$ cat config.mk
export PLATFORM = sky130hd
export DESIGN_NAME = mips_fetch_sequencer
export DESIGN_NICKNAME = d
export VERILOG_FILES = /design/src/rtl/mips_pkg.sv /design/src/rtl/mips_branch_resolve.sv /design/src/rtl/mips_fetch_sequencer.sv
export SDC_FILE = /design/constraint.sdc
export NUM_CORES = 1
export LEC_CHECK = 0
export ABC_CLOCK_PERIOD_IN_PS = 5950
export CORE_ASPECT_RATIO = 0.6
export CORE_MARGIN = 4
export CORE_UTILIZATION = 50
export CTS_BUF_LIST = sky130_fd_sc_hd__clkbuf_8
export DETAILED_ROUTE_END_ITERATION = 16
export PLACE_DENSITY = 0.88
export SKIP_CTS_REPAIR_TIMING = 1
export SLEW_MARGIN = 30
export SYNTH_ARGS = -nofsm -noshare
export SYNTH_HDL_FRONTEND = slang
export SYNTH_SLANG_ARGS = --single-unit
$ cat constraint.sdc
create_clock -name clk -period 5.95 [get_ports clk]
set_clock_uncertainty 0.15 [all_clocks]
set_input_delay 0.8925 -clock clk [delete_from_list [all_inputs] [get_ports clk]]
set_output_delay 0.8925 -clock clk [all_outputs]
set_load 0.1 [all_outputs]
$ cat src/rtl/mips_pkg.sv
// Shared MINI-MIPS definitions: branch codes, opcodes, fetch FSM states.
package mips_pkg;

    localparam logic [3:0] BR_NONE = 4'd0;
    localparam logic [3:0] BR_EQ   = 4'd1;
    localparam logic [3:0] BR_NE   = 4'd2;
    localparam logic [3:0] BR_BGT  = 4'd3;
    localparam logic [3:0] BR_BGTE = 4'd4;
    localparam logic [3:0] BR_BLE  = 4'd5;
    localparam logic [3:0] BR_BLEQ = 4'd6;
    localparam logic [3:0] BR_BLEU = 4'd7;
    localparam logic [3:0] BR_BGTU = 4'd8;

    localparam logic [5:0] OP_RTYPE = 6'd0;
    localparam logic [5:0] OP_J     = 6'd2;
    localparam logic [5:0] OP_JAL   = 6'd3;
    localparam logic [5:0] OP_BEQ   = 6'd4;
    localparam logic [5:0] OP_BNE   = 6'd5;
    localparam logic [5:0] OP_ADDI  = 6'd8;
    localparam logic [5:0] OP_LW    = 6'd35;
    localparam logic [5:0] OP_SW    = 6'd43;

    typedef enum logic [1:0] {
        ST_FETCH,
        ST_EXEC,
        ST_HALTED
    } fetch_state_e;

endpackage

$ cat src/rtl/mips_branch_resolve.sv
// Combinational branch-condition evaluation and next-PC selection.
module mips_branch_resolve
    import mips_pkg::*;
#(
    parameter int ADDR_W = 32
) (
    input  logic [ADDR_W-1:0] pc_plus4,
    input  logic [25:0]       instr_idx,
    input  logic [3:0]        branch,
    input  logic              jump,
    input  logic              jr,
    input  logic [ADDR_W-1:0] jr_target,
    input  logic              alu_zero,
    input  logic              alu_lt_s,
    input  logic              alu_lt_u,
    output logic [ADDR_W-1:0] next_pc
);

    localparam logic [ADDR_W-1:0] WORD_MASK = ~ADDR_W'(3);

    logic              taken;
    logic [ADDR_W-1:0] br_off;
    logic [ADDR_W-1:0] jmp_tgt;

    always_comb begin
        taken = 1'b0;
        case (branch)
            BR_EQ:   taken = alu_zero;
            BR_NE:   taken = !alu_zero;
            BR_BGT:  taken = !alu_lt_s && !alu_zero;
            BR_BGTE: taken = !alu_lt_s;
            BR_BLE:  taken = alu_lt_s;
            BR_BLEQ: taken = alu_lt_s || alu_zero;
            BR_BLEU: taken = alu_lt_u || alu_zero;
            BR_BGTU: taken = !alu_lt_u && !alu_zero;
            default: taken = 1'b0;
        endcase
    end

    assign br_off  = {{(ADDR_W-18){instr_idx[15]}}, instr_idx[15:0], 2'b00};
    assign jmp_tgt = {pc_plus4[ADDR_W-1:28], instr_idx, 2'b00};

    always_comb begin
        next_pc = pc_plus4;
        if (jr) begin
            next_pc = jr_target & WORD_MASK;
        end else if (jump) begin
            next_pc = jmp_tgt;
        end else if (taken) begin
            next_pc = pc_plus4 + br_off;
        end
    end

endmodule

$ cat src/rtl/mips_fetch_sequencer.sv
// Fetch/execute/halt sequencer: one instruction in flight, PC update on exec_done.
module mips_fetch_sequencer
    import mips_pkg::*;
#(
    parameter int                ADDR_W   = 32,
    parameter logic [ADDR_W-1:0] RESET_PC = '0
) (
    input  logic              clk,
    input  logic              rst,
    output logic              imem_req,
    output logic [ADDR_W-1:0] imem_addr,
    input  logic              imem_valid,
    input  logic [31:0]       imem_rdata,
    output logic [31:0]       instr,
    output logic [5:0]        opcode,
    output logic              instr_valid,
    output logic [ADDR_W-1:0] pc_plus4,
    input  logic [3:0]        branch,
    input  logic              jump,
    input  logic              jr,
    input  logic [ADDR_W-1:0] jr_target,
    input  logic              alu_zero,
    input  logic              alu_lt_s,
    input  logic              alu_lt_u,
    input  logic              exec_done,
    input  logic              halt,
    output logic [ADDR_W-1:0] pc
);

    localparam logic [ADDR_W-1:0] PC_INC = ADDR_W'(4);

    fetch_state_e      state_q, state_d;
    logic [ADDR_W-1:0] pc_q, pc_d;
    logic [31:0]       instr_q, instr_d;
    logic              imem_req_q, imem_req_d;
    logic              instr_valid_q, instr_valid_d;
    logic [ADDR_W-1:0] next_pc;

    assign pc_plus4 = pc_q + PC_INC;

    mips_branch_resolve #(
        .ADDR_W(ADDR_W)
    ) u_resolve (
        .pc_plus4  (pc_plus4),
        .instr_idx (instr_q[25:0]),
        .branch    (branch),
        .jump      (jump),
        .jr        (jr),
        .jr_target (jr_target),
        .alu_zero  (alu_zero),
        .alu_lt_s  (alu_lt_s),
        .alu_lt_u  (alu_lt_u),
        .next_pc   (next_pc)
    );

    // Only a response to a request we are actually driving is accepted.
    always_comb begin
        state_d = state_q;
        pc_d    = pc_q;
        instr_d = instr_q;
        unique case (state_q)
            ST_FETCH: begin
                if (imem_req_q && imem_valid) begin
                    instr_d = imem_rdata;
                    state_d = ST_EXEC;
                end
            end
            ST_EXEC: begin
                if (exec_done) begin
                    pc_d    = next_pc;
                    state_d = halt ? ST_HALTED : ST_FETCH;
                end
            end
            ST_HALTED: begin
                if (!halt) begin
                    state_d = ST_FETCH;
                end
            end
            default: state_d = ST_FETCH;
        endcase
        imem_req_d    = (state_d == ST_FETCH);
        instr_valid_d = (state_d == ST_EXEC);
    end

    always_ff @(posedge clk or posedge rst) begin
        if (rst) begin
            state_q       <= ST_FETCH;
            pc_q          <= RESET_PC;
            instr_q       <= '0;
            imem_req_q    <= 1'b0;
            instr_valid_q <= 1'b0;
        end else begin
            state_q       <= state_d;
            pc_q          <= pc_d;
            instr_q       <= instr_d;
            imem_req_q    <= imem_req_d;
            instr_valid_q <= instr_valid_d;
        end
    end

    assign pc          = pc_q;
    assign imem_addr   = pc_q;
    assign imem_req    = imem_req_q;
    assign instr       = instr_q;
    assign opcode      = instr_q[31:26];
    assign instr_valid = instr_valid_q;

endmodule
### Yosys cells after proc, flatten, opt, wreduce, memory -nomap -nowiden

Index checks and enable logic that the tools add are counted.

* register bits after elaboration: 68
* bits of input ports: 78
* logic and storage cells: 39

* muxes and demuxes: 9
* eq/ne operators: 11
* add/subtract/negate cells: 2
* reduce and logical (&&, ||, !) cells: 12

Operators by type and width (count)
* $mux W32: 3
* $add A32 B3 Y32 const B: 1
* $add A32 B32 Y32: 1
* $eq A4 B3 Y1 const B: 4
* $eq A4 B2 Y1 const B: 2
* $mux W2: 4
* $pmux W1 S8: 1
* $pmux W2 S3: 1
* $eq A2 B1 Y1 const B: 2
* $eq A4 B1 Y1 const B: 1
* $eq A4 B4 Y1 const B: 1
* $logic_not A2 Y1: 2
* $reduce_and A2 Y1: 2
* $logic_and A1 B1 Y1: 3
* $logic_not A1 Y1: 3
* $eq A2 B2 Y1 const B: 1
* $logic_or A1 B1 Y1: 2

### Logic depth before layout (Yosys ltp)

Gate-level depths: netlist (run 1).

* depth in word-level cells: 6
* gate-level depth with buffers: 17
* gate-level depth less buffers: 16

### Cells and area by module

A second synthesis (run 1) with hierarchy kept.

* cell total of the unflattened synthesis: 649
* area total of the unflattened synthesis: 5826.8 um2

Modules (own cells, without submodules)
* mips_fetch_sequencer: seq. area each 1701.6 um2, area each 3369.5 um2, cells each 266, times used 1
* mips_branch_resolve: seq. area each 0.0 um2, area each 2457.4 um2, cells each 383, times used 1

### Worst setup path after synthesis (run 1)

Ideal clock, no wire load.

* path kind: reg-to-reg
* start point: register pc_q[2] (netlist: imem_addr[2])
* end point: register pc_q[31] (netlist: imem_addr[31])
* cell stages (with the launch flop): 17
* path buffers: 1
* period minus slack after synthesis: 6330 ps
* data required time: 5731 ps
* arrival: 6111 ps
* setup slack: -380 ps
* path through: dfrtp_1 -> ha_1 -> nand2_1 -> or3_4 -> or3_4 -> inv_1 -> nand2_1 -> xnor2_1 -> ha_1 -> clkbuf_1 -> a21o_1 -> a21o_1 -> a21oi_1 -> a21oi_1 -> mux2i_1 -> a2111oi_0 -> a221o_1

* cells in the longest elaborated chain, start to end: 5

Ends and longest elaborated chain
* from (decl): line mips_fetch_sequencer.sv:33 `logic [ADDR_W-1:0] pc_q, pc_d;`
* from (signal assigned): line mips_fetch_sequencer.sv:94 `pc_q <= pc_d;`
* $add A32 B3 Y32: line mips_fetch_sequencer.sv:39 `assign pc_plus4 = pc_q + PC_INC;`
* via pc_plus4[24]: line mips_fetch_sequencer.sv:17 `output logic [ADDR_W-1:0] pc_plus4,`
* $add A32 B32 Y32: line mips_branch_resolve.sv:50 `next_pc = pc_plus4 + br_off;`
* $mux W32: line mips_branch_resolve.sv:49 `end else if (taken) begin`
* $mux W32: line mips_branch_resolve.sv:47 `end else if (jump) begin`
* $mux W32: line mips_branch_resolve.sv:45 `if (jr) begin`

The timed path passes the listed nets, and every way through them passes these cells.
A chain may end at the register's enable or synchronous reset.

### Worst setup path after layout (run 1)

* start point: register pc_q[4] (netlist: imem_addr[4])
* end point: output port pc_plus4[25]

* cells in the longest elaborated chain, start to end: 1

Ends and longest elaborated chain (line)
* $add A32 B3 Y32: mips_fetch_sequencer.sv:39
* to (decl): mips_fetch_sequencer.sv:17

Every way passes these cells.

==> results of run 1 <==
flip-flops by register name (all words and copies together), names as in the netlist:
signal,cells
instr,32
imem_addr,30
state_q,2
imem_req,1
instr_valid,1
per-stage QoR:
stage | cells | setup slack (ns) | instance area (µm²)
2_1_floorplan | 698 | 0.0570 | 5880
3_3_place_gp | 999 | 1.61 | 7770
3_5_place_dp | 999 | 1.55 | 7770
4_1_cts | 1015 | 1.15 | 7980
5_1_grt | 1015 | 0.972 | 7970
6_report | 1015 | 1.10 | 7970
final timing paths:
path	from	slack (ns)	endpoint	depth (start not counted)
setup reg to reg	imem_addr[4]	1.43	imem_addr[19]	14
max in group asynchronous	rst	3.92	imem_addr[30]	3
setup / recovery	imem_addr[4]	1.10	pc_plus4[25]	6
hold reg to reg	instr[27]	0.39	instr[27]	1
hold / removal	instr[27]	0.39	instr[27]	1
min in group asynchronous	rst	0.75	instr[8]	2
cell families (layout without fill, tap and decap cells):
logic type / count (synthesis) / after routing / synth area share, %
compound gates: 204 / 204 / 22.1
buf+inv: 89 / 246 / 8.58
simple gates: 206 / 206 / 17.8
other cells: 1 / 6 / 0.0641
fa+ha+maj: 37 / 37 / 8.04
xor+xnor: 47 / 47 / 7.17
flops: 66 / 66 / 28.2
mux: 43 / 43 / 8.04
layout by cell type (no fill, tap or decap), types with 4 or more instances in the layout:
master / synthesis / layout
a211oi_1: 17 / 17
a21o_1: 11 / 11
a21oi_1: 55 / 55
a31oi_1: 6 / 6
and3_1: 9 / 9
and4_1: 4 / 4
buf_4: 42 / 8
clkbuf_8: 0 / 10
clkdlybuf4s50_1: 0 / 203
conb_1: 1 / 6
dfrtp_1: 66 / 66
ha_1: 36 / 36
inv_1: 17 / 16
mux2_2: 32 / 32
mux2i_1: 11 / 11
nand2_1: 57 / 57
nand2b_1: 7 / 7
nand3_1: 27 / 27
nand3b_1: 7 / 7
nand4_1: 10 / 10
nor2_1: 44 / 44
nor2b_1: 7 / 7
nor3_1: 16 / 15
o211ai_1: 7 / 7
o21a_1: 12 / 12
o21ai_0: 57 / 57
o21ai_1: 6 / 5
xnor2_1: 27 / 25
xor2_1: 19 / 19
final cells by class:
cell class / count / area [µm²] / area share (%)
Clock buffer: 10 / 138 / 1.73
Clock inverter: 6 / 65.1 / 0.817
Inverter: 17 / 63.8 / 0.801
Multi-Input combinational cell: 543 / 3750 / 47.0
Sequential cell: 66 / 1650 / 20.7
Tap cell: 160 / 200 / 2.51
Timing Repair Buffer: 213 / 2100 / 26.4
critical path, stage by stage (launching register included):
cell and delay [ns]:
dfrtp_1 0.53, nand3_1 0.26, or3_1 0.47, nor3_2 0.37, nand3_1 0.14, xnor2_1 0.45
clkdlybuf4s50_1 1.23
metal layers:
layer / vias to the layer above / part of all wire (%) / GRT usage, % / wire length, µm
met5: - / 0 / 0 / 0
met4: 0 / 0.98 / 5.58 / 216
met3: 32 / 14 / 9.58 / 3010
met2: 419 / 42 / 46.7 / 9220
met1: 3013 / 43 / 47.3 / 9520
li1: 2791 / - / - / -
==> flow_metrics.env, run 1 <==
export IMPL_drv_cap=0
export IMPL_synthMostInstantiatedCell="dfrtp_1"
export IMPL_crit_type="flop to output port"
export IMPL_cts_root_buf="clkbuf_8"
export IMPL_synth_avg_cell_area_um2=8.44
export IMPL_post_dp_hpwl_um=17200
export IMPL_grt_antenna_before_repair=0
export IMPL_cts_sinks=66
export IMPL_synth_edff_count=0
export IMPL_clockBufferDepth=2
export IMPL_setup_viol=0
export IMPL_overflow=0
export IMPL_fp_dieW_um=148
export IMPL_worst_pin_slew_ns=1.04
export IMPL_synth_main_ff_cell="dfrtp_1"
export IMPL_status="finished, final reports clean"
export IMPL_max_freq_mhz=206
export IMPL_initial_utilization_pct=51.4
export IMPL_final_net_count=965
export IMPL_remaining_drc_errors=0
export IMPL_numCtsBuffers=9
export IMPL_crit_arrival_ns=3.81
export IMPL_dr_pass1_iters=6
export IMPL_holdWs_ns=0.386
export IMPL_synth_top_area_share_pct=28.2
export IMPL_finish_utilization_pct=70.1
export IMPL_fin_setup_tns_ns=0
export IMPL_drive_gt1_share_pct=9.12
export IMPL_grt_start_max_net_pins=50
export IMPL_via_per_inst=6.16
export IMPL_drt_wl_total_um=22000
export IMPL_gp_congestion=0.994
export IMPL_netlist_instances=693
export IMPL_async_flop_share_pct=100
export IMPL_grt_pass1_wl_um=34200
export IMPL_wl_per_cell_um=21.6
export IMPL_grt_use_total_pct=32.1
export IMPL_start_kind="flop"
export IMPL_n_antenna_cell=0
export IMPL_boundaryPins=214
export IMPL_yosysSeqAreaShare_pct=28.2
export IMPL_cts_tree="built"
export IMPL_relSlewSlack_pct=30.7
export IMPL_synthTopCellsByArea="dfrtp_1 (28%), ha_1 (7.7%), mux2_2 (6.2%)"
export IMPL_die_area_um2=13500
export IMPL_synth_cell_types=64
export IMPL_fin_crit_sh_pct=81.5
export IMPL_clkLatencyLatePin_ns=0.36
export IMPL_clkTransAtPathRegs_ns=0.08
export IMPL_end_kind="output port"
export IMPL_dr_total_vias=6255
export IMPL_synth_top_area_cell="dfrtp_1"
export IMPL_ys_warn_count=0
export IMPL_core_um2=11400
export IMPL_critPathMaxFanout=7
export IMPL_hp_class="flop to flop"
export IMPL_grt_pass1_vias=5969
export IMPL_ys_ff_latch=66
export IMPL_hold_viol=0
export IMPL_netlist_top_cells_count="dfrtp_1 (66), nand2_1 (57), o21ai_0 (57), a21oi_1 (55), nor2_1 (44)"
export IMPL_initialDrtViolationCount=831
export IMPL_critPathRequiredTime_ns=4.91
export IMPL_area_growth_pct=36.2
export IMPL_synth_area_um2=5850
export IMPL_die_y_um=91.8
export IMPL_slew_viol_final=0
export IMPL_io_buffer_count=205
export IMPL_period_minus_slack_ns=4.85
export IMPL_rsz0062_at_grt="false"
export IMPL_htreeDepth=3
export IMPL_ant_nets=0
export IMPL_rows=30
export IMPL_nFillCells=879
Power of run 1 is left out: the tool's default activity adds up to more than one toggle a clock period on the data nets, which glitch-free logic cannot reach.
==> run 2, diff against run 1 <==
--- a/config.mk
+++ b/config.mk
@@ -5,13 +5,13 @@
 export SDC_FILE = /design/constraint.sdc
 export NUM_CORES = 1
 export LEC_CHECK = 0
-export ABC_CLOCK_PERIOD_IN_PS = 5950
+export ABC_CLOCK_PERIOD_IN_PS = 4950
 export CORE_ASPECT_RATIO = 0.6
 export CORE_MARGIN = 4
-export CORE_UTILIZATION = 50
+export CORE_UTILIZATION = 47
 export CTS_BUF_LIST = sky130_fd_sc_hd__clkbuf_8
 export DETAILED_ROUTE_END_ITERATION = 16
-export PLACE_DENSITY = 0.88
+export PLACE_DENSITY = 0.84
 export SKIP_CTS_REPAIR_TIMING = 1
 export SLEW_MARGIN = 30
 export SYNTH_ARGS = -nofsm -noshare
==> constraint.sdc (replaced) <==
create_clock -name clk -period 4.95 [get_ports clk]
set_clock_uncertainty 0.15 [all_clocks]
set_input_delay 0.7425 -clock clk [delete_from_list [all_inputs] [get_ports clk]]
set_output_delay 0.7425 -clock clk [all_outputs]
set_load 0.1 [all_outputs]
==> flow_metrics.env, run 2 (same netlist as run 1, synthesis figures left out) <==
export IMPL_worst_path_max_delay_cell="or3_1"
export IMPL_relSlewSlack_pct=30.9
export IMPL_core_um2=12100
export IMPL_crit_arrival_ns=4.76
export IMPL_clockBufferDepth=2
export IMPL_multi_input_area_um2=4050
export IMPL_drt_wl_total_um=21600
export IMPL_max_freq_mhz=217
export IMPL_rows=31
export IMPL_placedCellCount=1006
export IMPL_mostFrequentLayoutCells="clkdlybuf4s50_1 (183), nand2_1 (57), o21ai_0 (57)"
export IMPL_grt_antenna_before_repair=1
export IMPL_finalInstanceArea_um2=8260
export IMPL_worstReg2RegEnd="imem_addr[31]"
export IMPL_end_kind="flop"
export IMPL_grt_pass1_wl_um=33900
export IMPL_crit_type="flop to flop"
export IMPL_post_dp_hpwl_um=16800
export IMPL_area_growth_pct=41.3
export IMPL_clkTransAtPathRegs_ns=0.09
export IMPL_status="finished, final reports clean"
export IMPL_die_y_um=94.4
export IMPL_dr_total_vias=6188
export IMPL_gp_congestion=0.965
export IMPL_reg2reg_slack_ns=0.34
export IMPL_start_kind="flop"
export IMPL_n_antenna_cell=0
export IMPL_io_buffer_count=205
export IMPL_cp_endpoint="imem_addr[31]"
export IMPL_dr_pass1_iters=5
export IMPL_grt_pass1_vias=5986
export IMPL_clkLatencyLatePin_ns=0.36
export IMPL_r2r_cells=15
export IMPL_initial_utilization_pct=48.3
export IMPL_final_net_count=967
export IMPL_largest_reg_flops=32
export IMPL_htreeDepth=3
export IMPL_cts_tree="built"
export IMPL_wl_per_cell_um=21.2
export IMPL_slew_viol_final=0
export IMPL_via_per_inst=6.05
export IMPL_finalNonFillerCells=1022
export IMPL_cp_buffers_inverters=0
export IMPL_post_dp_cell_area_um2=8060
export IMPL_fin_crit_sh_pct=93.1
export IMPL_hp_class="flop to flop"
export IMPL_rsz0062_at_grt="false"
export IMPL_crit_family="simple AND/OR/NAND/NOR gates"
export IMPL_regArea_um2=1670
export IMPL_remaining_drc_errors=0
export IMPL_overflow=0
export IMPL_boundaryPins=214
export IMPL_nFillCells=982
export IMPL_crit_chain="nand3_1 > or3_1 > nor2_1 > and3_1 > xor2_4 > ha_1 > nand2_1 > nor3_1 > nand2_1 > a21oi_1 > o21ai_0 > a21oi_1 > mux2i_1 > a2111oi_0 > a221o_1"
export IMPL_layout_commonest_cell="clkdlybuf4s50_1"
export IMPL_critPathRequiredTime_ns=5.10
export IMPL_numCtsBuffers=9
export IMPL_grt_start_max_net_pins=51
export IMPL_cts_sinks=66
export IMPL_r2r_start="imem_addr[3]"
export IMPL_ant_nets=0
export IMPL_grt_use_total_pct=29.7
export IMPL_worst_pin_slew_ns=1.03
export IMPL_hold_viol=0
export IMPL_cts_root_buf="clkbuf_8"
export IMPL_drv_cap=0
export IMPL_fp_dieW_um=152
export IMPL_startpoint="imem_addr[3]"
export IMPL_critPathMaxFanout=5
export IMPL_drive_gt1_share_pct=16.2
export IMPL_cp_num_cells=15
export IMPL_period_minus_slack_ns=4.61
export IMPL_setup_viol=0
export IMPL_initialDrtViolationCount=634
export IMPL_fin_setup_tns_ns=0
export IMPL_slowest_delay_ns=0.52
export IMPL_die_area_um2=14400
export IMPL_finish_utilization_pct=68.3
## run 2: per-stage QoR
step,hold slack (ns),worst slack (ns)
after floorplan,0.435,0.0329
after global placement,0.364,0.615
after detailed placement,0.371,0.524
after CTS,0.390,0.457
after global routing,0.408,0.147
final,0.391,0.341
## run 2: worst register-to-register path, stage by stage (launching register included)
cell       delay, ns
dfrtp_2         0.45
nand3_1         0.27
or3_1           0.52
nor2_1          0.45
and3_1          0.33
xor2_4          0.11
ha_1            0.35
nand2_1         0.09
nor3_1          0.26
nand2_1         0.09
a21oi_1         0.29
o21ai_0         0.22
a21oi_1         0.21
mux2i_1         0.09
a2111oi_0       0.46
a221o_1         0.21
## run 2: worst min-delay path by stage
stage / end / depth (start not counted) / from
3_5_place_dp: instr[30] / 1 / instr[30]
4_1_cts: instr[30] / 1 / instr[30]
2_1_floorplan: state_q[1] / 2 / state_q[1]
5_1_grt: instr[28] / 1 / instr[28]
6_report: instr[28] / 1 / instr[28]
3_3_place_gp: instr[28] / 1 / instr[28]
## run 2: layer usage
layer	GRT usage, %	wire, µm	vias to the layer above
li1	-	-	2802
met1	42.2	9200	2967
met2	44.2	9140	389
met3	10.5	3040	30
met4	5.91	255	0
met5	0	0	-
## run 2: cell type report
cell class	instances	share of cell area [%]
clock buffer	9	1.50
clock inverter	7	0.939
inverter	17	0.772
multi-input combinational	543	49.0
sequential	66	20.2
tap	165	2.50
timing repair buffer	215	25.0
Power of run 2 is left out for the same reason.
==> run 3, diff against run 2 <==
--- a/config.mk
+++ b/config.mk
@@ -11,6 +11,7 @@
 export CORE_UTILIZATION = 47
 export CTS_BUF_LIST = sky130_fd_sc_hd__clkbuf_8
 export DETAILED_ROUTE_END_ITERATION = 16
+export HOLD_SLACK_MARGIN = 0.02
 export PLACE_DENSITY = 0.84
 export SKIP_CTS_REPAIR_TIMING = 1
 export SLEW_MARGIN = 30
==> results of run 3 <==
The final DEF is identical to that of run 2; final timing and power are the same.
Power of run 3 is left out for the same reason.
